<file path="src/rtl/slm_vga_pkg.sv">
// Shared types and constants for the SDRAM-to-VGA line reader.
// Holds the line-reader state enum, default frame geometry and the SDRAM
// word address width, plus the line base address helper.
package slm_vga_pkg;

    localparam int unsigned DefaultLinePixels = 1024;
    localparam int unsigned DefaultNumLines   = 768;
    localparam int unsigned AddrWidth         = 25;
    localparam int unsigned LineIdWidth       = 13;

    typedef logic [AddrWidth-1:0] addr_t;

    typedef enum logic [1:0] {
        StIdle,
        StIssue,
        StDrain,
        StDone
    } state_e;

    // Word address of the first word of a line; wraps in AddrWidth bits.
    function automatic addr_t line_base_addr(input addr_t                  frame_base,
                                             input logic [LineIdWidth-1:0] line_id,
                                             input int unsigned            words_per_line);
        return frame_base + addr_t'(line_id) * addr_t'(words_per_line);
    endfunction

endpackage

</file>
<file path="src/rtl/line_word_fifo.sv">
// Small show-ahead word FIFO that buffers SDRAM read returns for the line
// reader. rdata always presents the oldest entry while count is non-zero.
// Pushes into a full FIFO and pops from an empty FIFO are ignored.
module line_word_fifo #(
    parameter int unsigned DEPTH = 4,
    parameter int unsigned WIDTH = 16
) (
    input  logic                         clk,
    input  logic                         rst_n,
    input  logic                         push,
    input  logic [WIDTH-1:0]             wdata,
    input  logic                         pop,
    output logic [WIDTH-1:0]             rdata,
    output logic [$clog2(DEPTH+1)-1:0]   count,
    output logic                         empty
);

    localparam int unsigned PtrW = (DEPTH > 1) ? $clog2(DEPTH) : 1;
    localparam int unsigned CntW = $clog2(DEPTH + 1);

    logic [WIDTH-1:0] mem_q [DEPTH];
    logic [PtrW-1:0]  wr_ptr_q;
    logic [PtrW-1:0]  rd_ptr_q;
    logic [CntW-1:0]  count_q;
    logic             do_push;
    logic             do_pop;

    // Pointers wrap explicitly so DEPTH need not be a power of two.
    function automatic logic [PtrW-1:0] ptr_inc(input logic [PtrW-1:0] p);
        return (p == PtrW'(DEPTH - 1)) ? '0 : p + PtrW'(1);
    endfunction

    // Qualify push/pop against the current fill level.
    always_comb begin
        do_push = push && (count_q != CntW'(DEPTH));
        do_pop  = pop && (count_q != '0);
    end

    // Storage array, cleared on reset so nothing stale is ever presented.
    always_ff @(posedge clk or negedge rst_n) begin
        if (!rst_n) begin
            for (int i = 0; i < DEPTH; i++) begin
                mem_q[i] <= '0;
            end
        end else if (do_push) begin
            mem_q[wr_ptr_q] <= wdata;
        end
    end

    // Read/write pointers and fill count.
    always_ff @(posedge clk or negedge rst_n) begin
        if (!rst_n) begin
            wr_ptr_q <= '0;
            rd_ptr_q <= '0;
            count_q  <= '0;
        end else begin
            if (do_push) begin
                wr_ptr_q <= ptr_inc(wr_ptr_q);
            end
            if (do_pop) begin
                rd_ptr_q <= ptr_inc(rd_ptr_q);
            end
            if (do_push && !do_pop) begin
                count_q <= count_q + CntW'(1);
            end else if (!do_push && do_pop) begin
                count_q <= count_q - CntW'(1);
            end
        end
    end

    assign rdata = mem_q[rd_ptr_q];
    assign count = count_q;
    assign empty = (count_q == '0);

endmodule

</file>
<file path="src/rtl/sdram_vga_line_reader.sv">
// Fetches one video line of 8-bit pixels from SDRAM (16-bit Avalon reads)
// and streams it byte by byte, low byte first, into a pixel FIFO.
// Reads in flight plus buffered words are capped at MAX_PENDING so every
// returned beat always has room in the local word buffer.
// Out-of-range line IDs produce a line of zero pixels without SDRAM traffic.
// Optional feature: define SDRAM_VGA_LINE_READER_CHECKSUM_EN to enable the
// per-line byte checksum on oLINE_SUM; otherwise oLINE_SUM is tied to zero.
module sdram_vga_line_reader
    import slm_vga_pkg::*;
#(
    parameter int unsigned          LINE_PIXELS = DefaultLinePixels,
    parameter int unsigned          NUM_LINES   = DefaultNumLines,
    parameter logic [AddrWidth-1:0] FRAME_BASE  = 25'h0,
    parameter int unsigned          MAX_PENDING = 4
) (
    input  logic                   iCLK,
    input  logic                   iRST_N,
    input  logic                   iLOAD_REQ,
    input  logic [LineIdWidth-1:0] iLINE_ID,
    output logic                   oRD_EN,
    output logic [AddrWidth-1:0]   oRD_ADDR,
    input  logic                   iWAIT_REQUEST,
    input  logic [15:0]            iRD_DATA,
    input  logic                   iRD_DATAVALID,
    output logic [7:0]             oWDATA,
    output logic                   oWEN,
    input  logic                   iWFULL,
    output logic                   oBUSY,
    output logic                   oDONE,
    output logic                   oMISSED,
    output logic [15:0]            oLINE_SUM
);

    localparam int unsigned Words    = LINE_PIXELS / 2;
    localparam int unsigned WordCntW = $clog2(Words + 1);
    localparam int unsigned PixCntW  = $clog2(LINE_PIXELS + 1);
    localparam int unsigned PendW    = $clog2(MAX_PENDING + 1);
    localparam int unsigned PendSumW = PendW + 1;

    state_e               state_q;
    logic                 oob_q;
    addr_t                rd_addr_q;
    logic [WordCntW-1:0]  issued_q;
    logic [PendW-1:0]     outstanding_q;
    logic [PixCntW-1:0]   pix_cnt_q;
    logic                 hi_byte_q;
    logic                 done_q;
    logic                 missed_q;

    logic [PendW-1:0]     fifo_count;
    logic                 fifo_empty;
    logic [15:0]          fifo_rdata;
    logic                 fifo_push;
    logic                 fifo_pop;

    logic [PendSumW-1:0]  pending;
    logic                 active;
    logic                 rd_en;
    logic                 rd_accept;
    logic                 last_read;
    logic                 beat;
    logic                 wen;
    logic                 last_pix;
    logic                 line_oob;
    logic [7:0]           wdata;

    line_word_fifo #(
        .DEPTH (MAX_PENDING),
        .WIDTH (16)
    ) u_word_fifo (
        .clk   (iCLK),
        .rst_n (iRST_N),
        .push  (fifo_push),
        .wdata (iRD_DATA),
        .pop   (fifo_pop),
        .rdata (fifo_rdata),
        .count (fifo_count),
        .empty (fifo_empty)
    );

    // Read issue, return acceptance and pixel unpacking decisions.
    always_comb begin
        active    = (state_q == StIssue) || (state_q == StDrain);
        pending   = {1'b0, outstanding_q} + {1'b0, fifo_count};
        rd_en     = (state_q == StIssue) && !oob_q &&
                    (issued_q < WordCntW'(Words)) &&
                    (pending < PendSumW'(MAX_PENDING));
        rd_accept = rd_en && !iWAIT_REQUEST;
        last_read = rd_accept && (issued_q == WordCntW'(Words - 1));
        // Beats with nothing outstanding are strays (e.g. after reset) and are dropped.
        beat      = iRD_DATAVALID && (state_q != StIdle) && (outstanding_q != '0);
        fifo_push = beat;
        wen       = active && (pix_cnt_q < PixCntW'(LINE_PIXELS)) &&
                    (oob_q || !fifo_empty) && !iWFULL;
        // A word leaves the buffer once its high byte has been written.
        fifo_pop  = wen && hi_byte_q && !oob_q;
        last_pix  = wen && (pix_cnt_q == PixCntW'(LINE_PIXELS - 1));
        wdata     = 8'h00;
        if (wen && !oob_q) begin
            wdata = hi_byte_q ? fifo_rdata[15:8] : fifo_rdata[7:0];
        end
        line_oob  = (32'(iLINE_ID) >= NUM_LINES);
    end

    // Line FSM with its address, read, pixel and in-flight counters.
    always_ff @(posedge iCLK or negedge iRST_N) begin
        if (!iRST_N) begin
            state_q       <= StIdle;
            oob_q         <= 1'b0;
            rd_addr_q     <= '0;
            issued_q      <= '0;
            outstanding_q <= '0;
            pix_cnt_q     <= '0;
            hi_byte_q     <= 1'b0;
            done_q        <= 1'b0;
            missed_q      <= 1'b0;
        end else begin
            done_q   <= 1'b0;
            missed_q <= iLOAD_REQ && (state_q != StIdle);
            unique case (state_q)
                StIdle: begin
                    if (iLOAD_REQ) begin
                        state_q   <= StIssue;
                        oob_q     <= line_oob;
                        rd_addr_q <= line_base_addr(FRAME_BASE, iLINE_ID, Words);
                        issued_q  <= '0;
                        pix_cnt_q <= '0;
                        hi_byte_q <= 1'b0;
                    end
                end
                StIssue: begin
                    if (oob_q || last_read) begin
                        state_q <= StDrain;
                    end
                end
                StDrain: begin
                    if (last_pix) begin
                        state_q <= StDone;
                        done_q  <= 1'b1;
                    end
                end
                StDone: begin
                    state_q <= StIdle;
                end
                default: begin
                    state_q <= StIdle;
                end
            endcase
            if (rd_accept) begin
                rd_addr_q <= rd_addr_q + addr_t'(1);
                issued_q  <= issued_q + WordCntW'(1);
            end
            if (wen) begin
                pix_cnt_q <= pix_cnt_q + PixCntW'(1);
                hi_byte_q <= !hi_byte_q;
            end
            if (rd_accept && !beat) begin
                outstanding_q <= outstanding_q + PendW'(1);
            end else if (!rd_accept && beat) begin
                outstanding_q <= outstanding_q - PendW'(1);
            end
        end
    end

`ifdef SDRAM_VGA_LINE_READER_CHECKSUM_EN
    logic [15:0] sum_q;

    // Running byte sum of the pixels written, restarted on each accepted request.
    always_ff @(posedge iCLK or negedge iRST_N) begin
        if (!iRST_N) begin
            sum_q <= '0;
        end else if ((state_q == StIdle) && iLOAD_REQ) begin
            sum_q <= '0;
        end else if (wen) begin
            sum_q <= sum_q + {8'h00, wdata};
        end
    end

    assign oLINE_SUM = sum_q;
`else
    assign oLINE_SUM = 16'h0;
`endif

    assign oRD_EN   = rd_en;
    assign oRD_ADDR = rd_addr_q;
    assign oWEN     = wen;
    assign oWDATA   = wdata;
    assign oBUSY    = (state_q != StIdle);
    assign oDONE    = done_q;
    assign oMISSED  = missed_q;

endmodule

</file>
<file path="config.mk">
export PLATFORM = sky130hd
export DESIGN_NAME = sdram_vga_line_reader
export DESIGN_NICKNAME = d
export VERILOG_FILES = /design/src/rtl/slm_vga_pkg.sv /design/src/rtl/line_word_fifo.sv /design/src/rtl/sdram_vga_line_reader.sv
export SDC_FILE = /design/constraint.sdc
export NUM_CORES = 1
export LEC_CHECK = 0
export BUFFER_PORTS_ARGS = -buffer_cell sky130_fd_sc_hd__buf_2
export CAP_MARGIN = 20
export CORE_MARGIN = 1
export CORE_UTILIZATION = 62
export DETAILED_ROUTE_END_ITERATION = 8
export PLACE_DENSITY = 0.85
export REMOVE_ABC_BUFFERS = 1
export SLEW_MARGIN = 10
export SYNTH_ARGS = -nofsm -noshare
export SYNTH_HDL_FRONTEND = slang
export SYNTH_SLANG_ARGS = --single-unit
</file>
<file path="constraint.sdc">
create_clock -name iCLK -period 6.92 [get_ports iCLK]
set_clock_uncertainty 0.15 [all_clocks]
set_input_delay 0.346 -clock iCLK [delete_from_list [all_inputs] [get_ports iCLK]]
set_output_delay 0.346 -clock iCLK [all_outputs]
set_load 0.1 [all_outputs]
</file>
# Word level (Yosys, flattened, before mapping)
# Index checks and enable logic that the tools add are counted.
[word_totals]
wordCells = 127
input_bits = 35
out_inout_bits = 54
ff_bits = 126
[op_classes]
addsub = 10
n_reduce_logical = 49
n_mux = 32
n_bitwise = 2
n_lt_le_gt_ge = 7
eq_ne = 11
[ops]
columns = ["operator", "count"]
rows = [
  ["$mux 25", 3],
  ["$bwmux 64", 1],
  ["$mux 16", 3],
  ["$mux 11", 3],
  ["$bmux 16 s2", 1],
  ["$demux 16 s2", 1],
  ["$mux 10", 3],
  ["$add 25x1->25 const B", 1],
  ["$logic_and 1x1->1", 22],
  ["$mux 8", 2],
  ["$reduce_bool 2->1", 7],
  ["$ge 13x10->1 const B", 1],
  ["$mux 3", 4],
  ["$add 11x1->11 const B", 1],
  ["$eq 11x10->1 const B", 1],
  ["$lt 11x11->1 const B", 1],
  ["$add 10x1->10 const B", 1],
  ["$eq 10x9->1 const B", 1],
  ["$lt 10x10->1 const B", 1],
  ["$mux 2", 5],
  ["$logic_not 1->1", 9],
  ["$eq 2x2->1 const B", 4],
  ["$pmux 2 s4", 1],
  ["$add 3x1->3 const B", 2],
  ["other kinds (18)", 32],
]

# Logic depth before layout (Yosys ltp)
# Gate-level depths: netlist (run 1).
[logic_depth]
ltp_word = 11
depth_mapped = 13
ltp_nobuf = 12

# Modules after synthesis
# A second synthesis (run 1) with hierarchy kept.
[hier_totals]
hier_cells = 565
area_unflattened_um2 = 6470.0
[modules_own_cells]
columns = ["module", "cells_per_inst", "area_each_um2", "n_inst", "seq_area_each_um2"]
rows = [
  ["sdram_vga_line_reader", 373, 3266.9, 1, 1376.3],
  ["line_word_fifo", 192, 3203.1, 1, 1776.7],
]

# Least setup slack after synthesis (run 1)
# Ideal clock, no wire load.
[synth_path]
path_kind = "register -> output"
start = "reg state_q[0]"
end = "out oWDATA[0]"
t_arrival_ns = 2.776
setup_slack_ns = 3.648
t_required_ns = 6.424
path_stages_with_launch = 7
path_buffers = 1
cell_sequence = "dfrtp_1 > inv_1 > ha_1 > or3b_1 > or3_1 > buf_6 > nor2_1"
[synth_via]
elab_chain_cells = 7
elab_cells_between_ends = 8
cone_classes = "eq/ne: 2; mux: 1; reduce/logical: 5"
[synth_rtl]
columns = ["element", "line_no", "source"]
rows = [
  ["from (decl)", "sdram_vga_line_reader.sv:40", "state_e state_q;"],
  ["from (signal assigned)", "sdram_vga_line_reader.sv:108", "state_q <= StIdle;"],
  ["from (signal assigned)", "sdram_vga_line_reader.sv:123", "state_q <= StIssue;"],
  ["from (signal assigned)", "sdram_vga_line_reader.sv:133", "state_q <= StDrain;"],
  ["$eq 2x1->1 / $eq 2x2->1 (equally long branches)", "sdram_vga_line_reader.sv:83", "active = (state_q == StIssue) || (state_q == StDrain);"],
  ["$logic_or 1x1->1 (*)", "sdram_vga_line_reader.sv:83", ""],
  ["$logic_and 1x1->1 (*) (2 in series)", "sdram_vga_line_reader.sv:93", "wen = active && (pix_cnt_q < PixCntW'(LINE_PIXELS)) &&"],
  ["$logic_and 1x1->1 (*)", "sdram_vga_line_reader.sv:94", "(oob_q || !fifo_empty) && !iWFULL;"],
  ["$logic_and 1x1->1 (*)", "sdram_vga_line_reader.sv:99", "if (wen && !oob_q) begin"],
  ["$mux 8 (*)", "sdram_vga_line_reader.sv:99", ""],
  ["to (decl)", "sdram_vga_line_reader.sv:25", "output logic [7:0] oWDATA,"],
]
# Mark *: on every way between the ends. The rest lies on a longest branch, timed or not.

# Worst setup path in the final report (run 1)
[layout_path]
start = "reg state_q[1]"
end = "out oWDATA[1]"
# The elaborated chain is that of the path after synthesis.

==> results of run 1 <==
[through the flow]
stage	utilization	hold slack, ns	instance area (sq um)	worst slack, ns
6_report	0.7782	0.1333	7746	3.555
4_1_cts	0.7711	0.1758	7676	2.518
2_1_floorplan	-	-0.09959	6252	3.348
5_1_grt	0.7782	0.1564	7746	3.443
3_3_place_gp	0.6828	0.3070	6797	2.667
3_5_place_dp	0.6843	0.3128	6812	2.544
[layout make-up]
type | instances | area [sq um] | area share
well taps | 133 | 166.4 | 0.02148
inverters | 11 | 42.54 | 0.005492
multi-input cells | 403 | 3057 | 0.3946
clock inverters | 15 | 140.1 | 0.01809
clock buffers | 17 | 414.1 | 0.05346
repair buffers | 109 | 773.2 | 0.09982
flip-flops and latches | 126 | 3153 | 0.4070
[worst max-delay path, delay by kind of cell, from the launching register on]
family	cells	cell delay, ns
buffers and inverters	2	0.52
and+or+nand+nor	3	1.15
adders and majority gates	1	0.28
DFF	1	0.38
[cell usage after synthesis (all sizes together) (2+ instances only)]
cell type | n | share of area
fa | 2 | 0.0062
mux2i | 9 | 0.014
and3 | 6 | 0.0058
a31oi | 10 | 0.0097
nand4 | 11 | 0.011
inv | 9 | 0.0052
nor2b | 3 | 0.0029
and4 | 7 | 0.0095
nor3 | 5 | 0.0039
buf | 35 | 0.038
dfrtp | 126 | 0.49
o22ai | 4 | 0.0039
o21ai | 49 | 0.038
mux2 | 69 | 0.12
nand2 | 51 | 0.035
clkbuf | 6 | 0.0035
a211oi | 3 | 0.0035
o31ai | 4 | 0.0046
nand3 | 21 | 0.016
nor2 | 46 | 0.027
a41o | 2 | 0.0031
and2 | 6 | 0.0058
o221a | 2 | 0.0035
a21oi | 19 | 0.017
clkinv | 2 | 0.0014
xnor2 | 2 | 0.0027
a21o | 4 | 0.0046
mux4 | 16 | 0.056
nor4 | 2 | 0.0043
xor2 | 4 | 0.0054
ha | 15 | 0.029
a22o | 2 | 0.0027
[metal layers]
| metal | up-vias | track usage | part of all wire | wire length [microns] |
|---|---|---|---|---|
| li1 | 2243 | - | - | - |
| met2 | 254 | 0.4933 | 0.51 | 7928 |
| met4 | 0 | 0.1153 | 0.027 | 425 |
| met3 | 46 | 0.07581 | 0.067 | 1044 |
| met5 | - | 0 | 0 | 0 |
| met1 | 2497 | 0.3745 | 0.40 | 6201 |
[sequential cells by signal (all words and copies together) (netlist names)]
register	cells
u_word_fifo.mem_q	64
u_word_fifo.wr_ptr_q	2
hi_byte_q	1
u_word_fifo.rd_ptr_q	2
state_q	2
oDONE	1
oRD_ADDR	25
issued_q	10
oMISSED	1
pix_cnt_q	11
outstanding_q	3
u_word_fifo.count	3
oob_q	1
[cells by family (layout without fill, tap and decap cells)]
family	Yosys count	in the layout	share of synthesized area
AOI/OAI and AO/OA	107	107	0.1024
xor gates and xnor gates	6	6	0.008133
adders and majority gates	17	17	0.03524
buffers and inverters	52	152	0.04764
DFF	126	126	0.4880
muxes	94	94	0.1911
other	1	16	0.0005804
and+or+nand+nor	163	163	0.1268
[layout by cell type (no fill, tap or decap), types with 7 or more instances in the layout]
cell type	count
nand3_1	21
clkbuf_16	16
nand4_1	11
inv_1	8
a31oi_1	10
conb_1	16
mux2_2	67
buf_2	71
clkinvlp_4	7
a21oi_1	17
nand2_1	46
dlygate4sd3_1	31
and4_1	7
mux2i_1	9
o21ai_0	49
ha_1	15
mux4_2	16
dfrtp_1	126
nor2_1	46
[power by group through the flow]
stage,registers (mW),logic (mW),clock network [mW]
finish,1.30,1.70,0.827
global route,1.33,1.80,0.865
floorplan,1.52,1.04,0
CTS,1.28,1.68,0.832
global placement,1.28,1.55,0
detailed placement,1.28,1.64,0
[final timing paths]
path	from	to	depth (start not counted)
max	state_q[1]	oWDATA[1]	6
min	iRST_N	oDONE	2
max reg2reg	state_q[1]	u_word_fifo.count[1]	10
min reg2reg	pix_cnt_q[9]	pix_cnt_q[9]	1
max in group asynchronous	iRST_N	outstanding_q[1]	4
min in group iCLK	iRD_DATAVALID	u_word_fifo.wr_ptr_q[1]	5
==> summary.md, run 1 <==
| Metric | Value |
|---|---|
| Post-route insts no fill | `814` |
| Core footprint | `0.009955 sq mm` |
| Row count | `36` |
| Tmin final | `3.365 ns` |
| Die height | `104.1 microns` |
| Final Cycle Share | `0.4863` |
| GPL Wtd Cong | `0.8387` |
| Layout area overhead | `19.89%` |
| Largest net degree at the start of global routing | `80` |
| H-tree Lvls | `4` |
| Total Routed Length | `15600 microns` |
| DR vias/cell | `6.192` |
| Sum Neg Setup Slack | `0 ns` |
| Initial DRC Count | `369` |
| Total Die Area | `0.01083 sq mm` |
| Unrepaired setup endpoints after global routing | `no` |
| Max Slew Vio Count | `0` |
| Synth warn | `0` |
| Register clock-pin slew on the reported worst setup and hold paths | `0.06 ns` |
| Routed Antenna Nets | `0` |
| Critical path's largest stage delay | `0.59 ns` |
| TritonCTS clock tree | `built` |
| Worst-Skew Late Latency | `0.53 ns` |
| P_leak | `3.514 nW` |
| DIE WIDTH | `104.1 microns` |
| Sequential Power Share | `0.339` |
| Clk network pwr share | `0.216` |
| First-pass GRT wire length | `24840 microns` |
| Fmax | `297.2 MHz` |
| Nets | `720` |
| Post-synth top flop | `dfrtp_1` |
| Vias in the first global route | `4917` |
| Max_cap viols | `0` |
| Inst Count DP | `748` |
| Num CTS Buffers | `17` |
| Hold_buf cts | `31` |
| WP data arrival | `2.87 ns` |
| Peak fanout along the critical path | `9` |
| FF+latch count, synth | `126` |
| DRC | `0` |
| Worst endpoint required time | `6.42 ns` |
| Clk buf depth | `2` |
| FF-to-FF setup slack | `3.68 ns` |
| Total Power | `3.823 mW` |
| Slew at the pin with the worst max-slew slack | `0.9698 ns` |
| PwrDens | `493.6 mW/mm^2` |
| Endpoints failing setup | `0` |
| Outcome | `finished, final reports clean` |
| Worst Setup End Kind | `output pin` |
| Post-synthesis cell count | `566` |
| Asr flop ratio synth | `1.000` |
| Post-synth EDFFs | `0` |
| Tot GR Track Use | `0.2969` |
| Via count | `5040` |
| Startpoint Class | `flop` |
| Ant. Diodes | `0` |
| WL per Instance | `19.16 microns` |
| Synth unique cells | `56` |
| VDD IR max | `0.0004768 V` |
| CTS sink count | `126` |
| Initial antenna violation count | `0` |
| Fill cells | `576` |
| Initial Util | `0.6491` |
| Post-CTS Setup Bufs | `0` |
| Sequence of cells on the critical path | `inv_1 -> ha_1 -> or3b_1 -> or3_1 -> nor2_1 -> buf_2` |
| Slew margin rel. | `0.3535` |
| Slowest CP cell | `or3_1` |
| Mean Syn Cell Area | `11.42 sq um` |
| Sw Ratio | `0.4396` |
| Post-CTS resize count | `0` |
| Share of post-route cells with drive strength above 1 | `0.3054` |
| Worst min path class | `input pin to async pin` |
| Sequential share of the synthesized area | `0.4880` |
| Endpoints failing hold | `0` |
| Gate power share | `0.444` |
| HPWL after detailed placement | `8981 microns` |
| Number of top-level pins | `89` |
| DRT Pass-1 Iters | `5` |
| Pint | `2.143 mW` |
| Sw power | `1.681 mW` |
| Congestion Overflow GR | `0` |
| Clk root buf | `clkbuf_8` |
| Crit Path Class | `flop to output pin` |
| Port bufs | `72` |
| Netlist Area Pre-Place | `0.006461 sq mm` |
(Power assumes the default switching activity.)
==> run 2: changes to the inputs <==
Settings changed: ABC_AREA from default to 1, CORE_UTILIZATION 62 to 59, PLACE_DENSITY 0.85 to 0.81.
Clock period 6.92 ns to 3.5 ns, I/O delays scaled along.
==> run 2 against run 1 <==
The run now ends with DRC left. Power up 90%. Non-clock buffer count unchanged. Final cell count up 41%. Worst hold slack worse by 0.051 ns. Core utilization down 6.3 points. Die area up 14%. Register-to-register slack worse by 3.0 ns. First-iteration DRC count up 70%. Wire length up 9.7%. Count of clock-buffer cells in the layout unchanged. Critical path type unchanged. Largest power group unchanged.
==> summary.md, run 2 <==
| Metric | Value |
|---|---|
| Outcome | `complete, but fails checks (was finished, final reports clean)` |
| Failing checks | `DRC` |
| R2R Path Start | `state_q[0] (was state_q[1])` |
| Synth unique cells | `46 (was 56)` |
| Largest Register | `u_word_fifo.mem_q (unchanged)` |
| Port bufs | `72 (unchanged)` |
| Post-CTS resize count | `0 (unchanged)` |
| WL per Instance | `14.95 microns (was 19.16 microns)` |
| Inst Count DP | `1082 (was 748)` |
| Hold Path Cell Cnt | `6` |
| GPL Wtd Cong | `0.8748 (was 0.8387)` |
| Sequence of cells on the critical path | `inv_1 -> buf_4 -> a21oi_1 -> o21ai_0 -> nand3_1 -> nor3b_1 -> buf_2 (was inv_1 -> ha_1 -> or3b_1 -> or3_1 -> nor2_1 -> buf_2)` |
| Largest register FFs | `64 (unchanged)` |
| Layout area overhead | `17.42% (was 19.89%)` |
| Die height | `111.0 microns (was 104.1 microns)` |
| Crit path buf inv count | `3 (was 2)` |
| Num CTS Buffers | `17 (unchanged)` |
| Hold_buf cts | `31 (unchanged)` |
| Worst-Skew Late Latency | `0.42 ns (was 0.53 ns)` |
| DR vias/cell | `5.508 (was 6.192)` |
| Largest net degree at the start of global routing | `65 (was 80)` |
| DRC | `19 (was 0)` |
| Synth top area share | `0.4494 (was 0.4880)` |
| Dpl cell area | `0.007351 sq mm (was 0.006812 sq mm)` |
| HPWL after detailed placement | `10650 microns (was 8981 microns)` |
| Post-route design area | `0.008238 sq mm (was 0.007746 sq mm)` |
| DRT Pass-1 Iters | `7 (was 5)` |
| FF+latch count, synth | `126 (unchanged)` |
| Sequential share of the synthesized area | `0.4494 (was 0.4880)` |
| Peak fanout along the critical path | `21 (was 9)` |
| Nets | `1041 (was 720)` |
| Routed Antenna Nets | `0 (unchanged)` |
| Share of post-route cells with drive strength above 1 | `0.1497 (was 0.3054)` |
| Register clock-pin slew on the reported worst setup and hold paths | `0.06 ns (about the same)` |
| Clk buf depth | `2 (unchanged)` |
| Synth warn | `0 (unchanged)` |
| Mean Syn Cell Area | `7.856 sq um (was 11.42 sq um)` |
| Most common cell in the netlist | `nand2_1 (was dfrtp_1)` |
| Post-synth EDFFs | `0 (unchanged)` |
| Asr flop ratio synth | `1.000 (unchanged)` |
| Cell taking the most area after synthesis | `dfrtp_1 (unchanged)` |
| Unrepaired setup endpoints after global routing | `no (unchanged)` |
| Hold path startpoint | `iWFULL` |
| Max Slew Vio Count | `0 (unchanged)` |
| Startpoint Class | `flop (unchanged)` |
| Clk root buf | `clkbuf_16 (was clkbuf_8)` |
| Worst Setup End Kind | `output pin (unchanged)` |
| Row count | `39 (was 36)` |
| Slew at the pin with the worst max-slew slack | `0.8366 ns (was 0.9698 ns)` |
| Commonest cells in the netlist | `nand2_1 (236), dfrtp_1 (126), o21ai_0 (117) (was dfrtp_1 (126), mux2_2 (67), o21ai_0 (49))` |
| Congestion Overflow GR | `0 (unchanged)` |
| Largest cells by area after synthesis | `dfrtp_1 (45%), nand2_1 (13%), o21ai_0 (8.3%) (was dfrtp_1 (49%), mux2_2 (12%), mux4_2 (5.6%))` |
| Core footprint | `0.01152 sq mm (was 0.009955 sq mm)` |
| VDD IR max | `0.0004720 V (was 0.0004768 V)` |
| Tmin final | `3.212 ns` |
| Netlist Area Pre-Place | `0.007015 sq mm (was 0.006461 sq mm)` |
| First-pass GRT wire length | `29070 microns (was 24840 microns)` |
| P_leak | `4.015 nW (was 3.514 nW)` |
| FF-to-FF setup slack | `0.68 ns (was 3.68 ns)` |
| Commonest non-fill, non-tap cell in the layout | `nand2_1 (was dfrtp_1)` |
| Worst reg2reg path endpoint | `u_word_fifo.count[1] (unchanged)` |
| Initial Util | `0.6092 (was 0.6491)` |
| Total Routed Length | `17120 microns (was 15600 microns)` |
| Initial DRC Count | `626 (was 369)` |
| Crit Path Class | `flop to output pin (unchanged)` |
| CTS sink count | `126 (unchanged)` |
| Worst endpoint required time | `3.17 ns (was 6.42 ns)` |
| Ant. Diodes | `0 (unchanged)` |
| Worst min path class | `input pin to flop (was input pin to async pin)` |
| DIE WIDTH | `111.0 microns (was 104.1 microns)` |
| CP top delay family | `buffers and inverters (was simple AND/OR/NAND/NOR gates)` |
| Post-synthesis cell count | `893 (was 566)` |
| Slew margin rel. | `0.4422 (was 0.3535)` |
| Final Cycle Share | `0.9178` |
| WP data arrival | `2.89 ns (was 2.87 ns)` |
| Sum Neg Setup Slack | `0 ns (unchanged)` |
| R2R cell count | `13 (was 10)` |
| Post-synth top flop | `dfrtp_1 (unchanged)` |
| Via count | `6307 (was 5040)` |
| Most frequent cells in the layout | `nand2_1 (236), dfrtp_1 (126), o21ai_0 (117) (was dfrtp_1 (126), buf_2 (71), mux2_2 (67))` |
| PwrDens | `879.7 mW/mm^2 (was 493.6 mW/mm^2)` |
| Endpoints failing hold | `0 (unchanged)` |
| Critical path's largest stage delay | `0.69 ns (was 0.59 ns)` |
| Post-route insts no fill | `1145 (was 814)` |
| Tot GR Track Use | `0.2972 (was 0.2969)` |
| Fmax | `311.3 MHz` |
| Max_cap viols | `0 (unchanged)` |
| Hold Path Sink | `oDONE` |
| H-tree Lvls | `4 (unchanged)` |
| TritonCTS clock tree | `built (unchanged)` |
| Total Die Area | `0.01233 sq mm (was 0.01083 sq mm)` |
| Number of top-level pins | `89 (unchanged)` |
| Initial antenna violation count | `0 (unchanged)` |
| Slowest CP cell | `dfrtp_1 (was or3_1)` |
| Vias in the first global route | `6126 (was 4917)` |
| Post-CTS Setup Bufs | `0 (unchanged)` |
| Endpoints failing setup | `0 (unchanged)` |
run 2: changes by cell type after synthesis, moves of 16 or more:
cell and delta:
a21oi_1 +37, inv_1 +94, mux2_2 -65, mux4_2 -16, nand2_1 +190, nand3_1 +35, o21ai_0 +68
run 2: routing by layer:
layer / up-vias / global-route usage / share of wire
li1: 3056 / - / -
met1: 2947 / 0.3776 / 0.43
met2: 256 / 0.4914 / 0.49
met3: 48 / 0.06506 / 0.061
met4: 0 / 0.1288 / 0.023
met5: - / 0 / 0
run 2: worst register-to-register path, delay by kind of cell, from the launching register on:
| family | cells | cell delay, ns |
|---|---|---|
| and+or+nand+nor | 4 | 0.58 |
| buffers and inverters | 5 | 0.40 |
| DFF | 1 | 0.37 |
| muxes | 1 | 0.28 |
| adders and majority gates | 3 | 0.92 |
run 2: logic make-up after synthesis:
kind of cell / share of synthesized area
AOI/OAI and AO/OA: 0.1475
xor gates and xnor gates: 0.01373
adders and majority gates: 0.03246
buffers and inverters: 0.1045
DFF: 0.4494
muxes: 0.003210
other: 0.0005345
and+or+nand+nor: 0.2486
run 2: area by class of cell:
| type | instances | area [sq um] |
|---|---|---|
| Fill cell | 858 | 3278 |
| Clock inverter | 15 | 151.4 |
| Timing Repair Buffer | 109 | 730.7 |
| Tap cell | 143 | 178.9 |
| Sequential cell | 126 | 3153 |
| Clock buffer | 17 | 425.4 |
| Multi-Input combinational cell | 625 | 3186 |
| Inverter | 110 | 412.9 |
run 2: how the worst max path moves through the flow:
stage,from,endpoint,slack (ns),depth (start not counted)
2_1_floorplan,state_q[0],oWDATA[0],-1.04,8
3_3_place_gp,state_q[0],u_word_fifo.count[1],0.81,13
3_5_place_dp,state_q[0],u_word_fifo.count[1],0.74,13
4_1_cts,u_word_fifo.rd_ptr_q[0],oWDATA[4],0.33,7
5_1_grt,u_word_fifo.rd_ptr_q[0],oWDATA[5],0.11,7
6_report,u_word_fifo.rd_ptr_q[0],oWDATA[4],0.29,7
run 2: power by group:
| group | leakage (nW) | internal, mW | switching, mW |
|---|---|---|---|
| clock | 0.279 | 1.00 | 0.719 |
| sequential | 1.60 | 2.00 | 0.428 |
| combinational | 2.14 | 0.819 | 2.28 |
run 2: per-stage QoR:
stage          utilization  setup WS [ns]  power [mW]  hold WS [ns]
3_5_place_dp        0.6383         0.7387       5.446        0.1702
5_1_grt             0.7153         0.1097       7.732        0.1160
6_report            0.7153         0.2875       7.247       0.08223
3_3_place_gp        0.6383         0.8140       5.351        0.1670
4_1_cts             0.7153         0.3277       7.232       0.06464
2_1_floorplan            -         -1.044       4.684       -0.2706
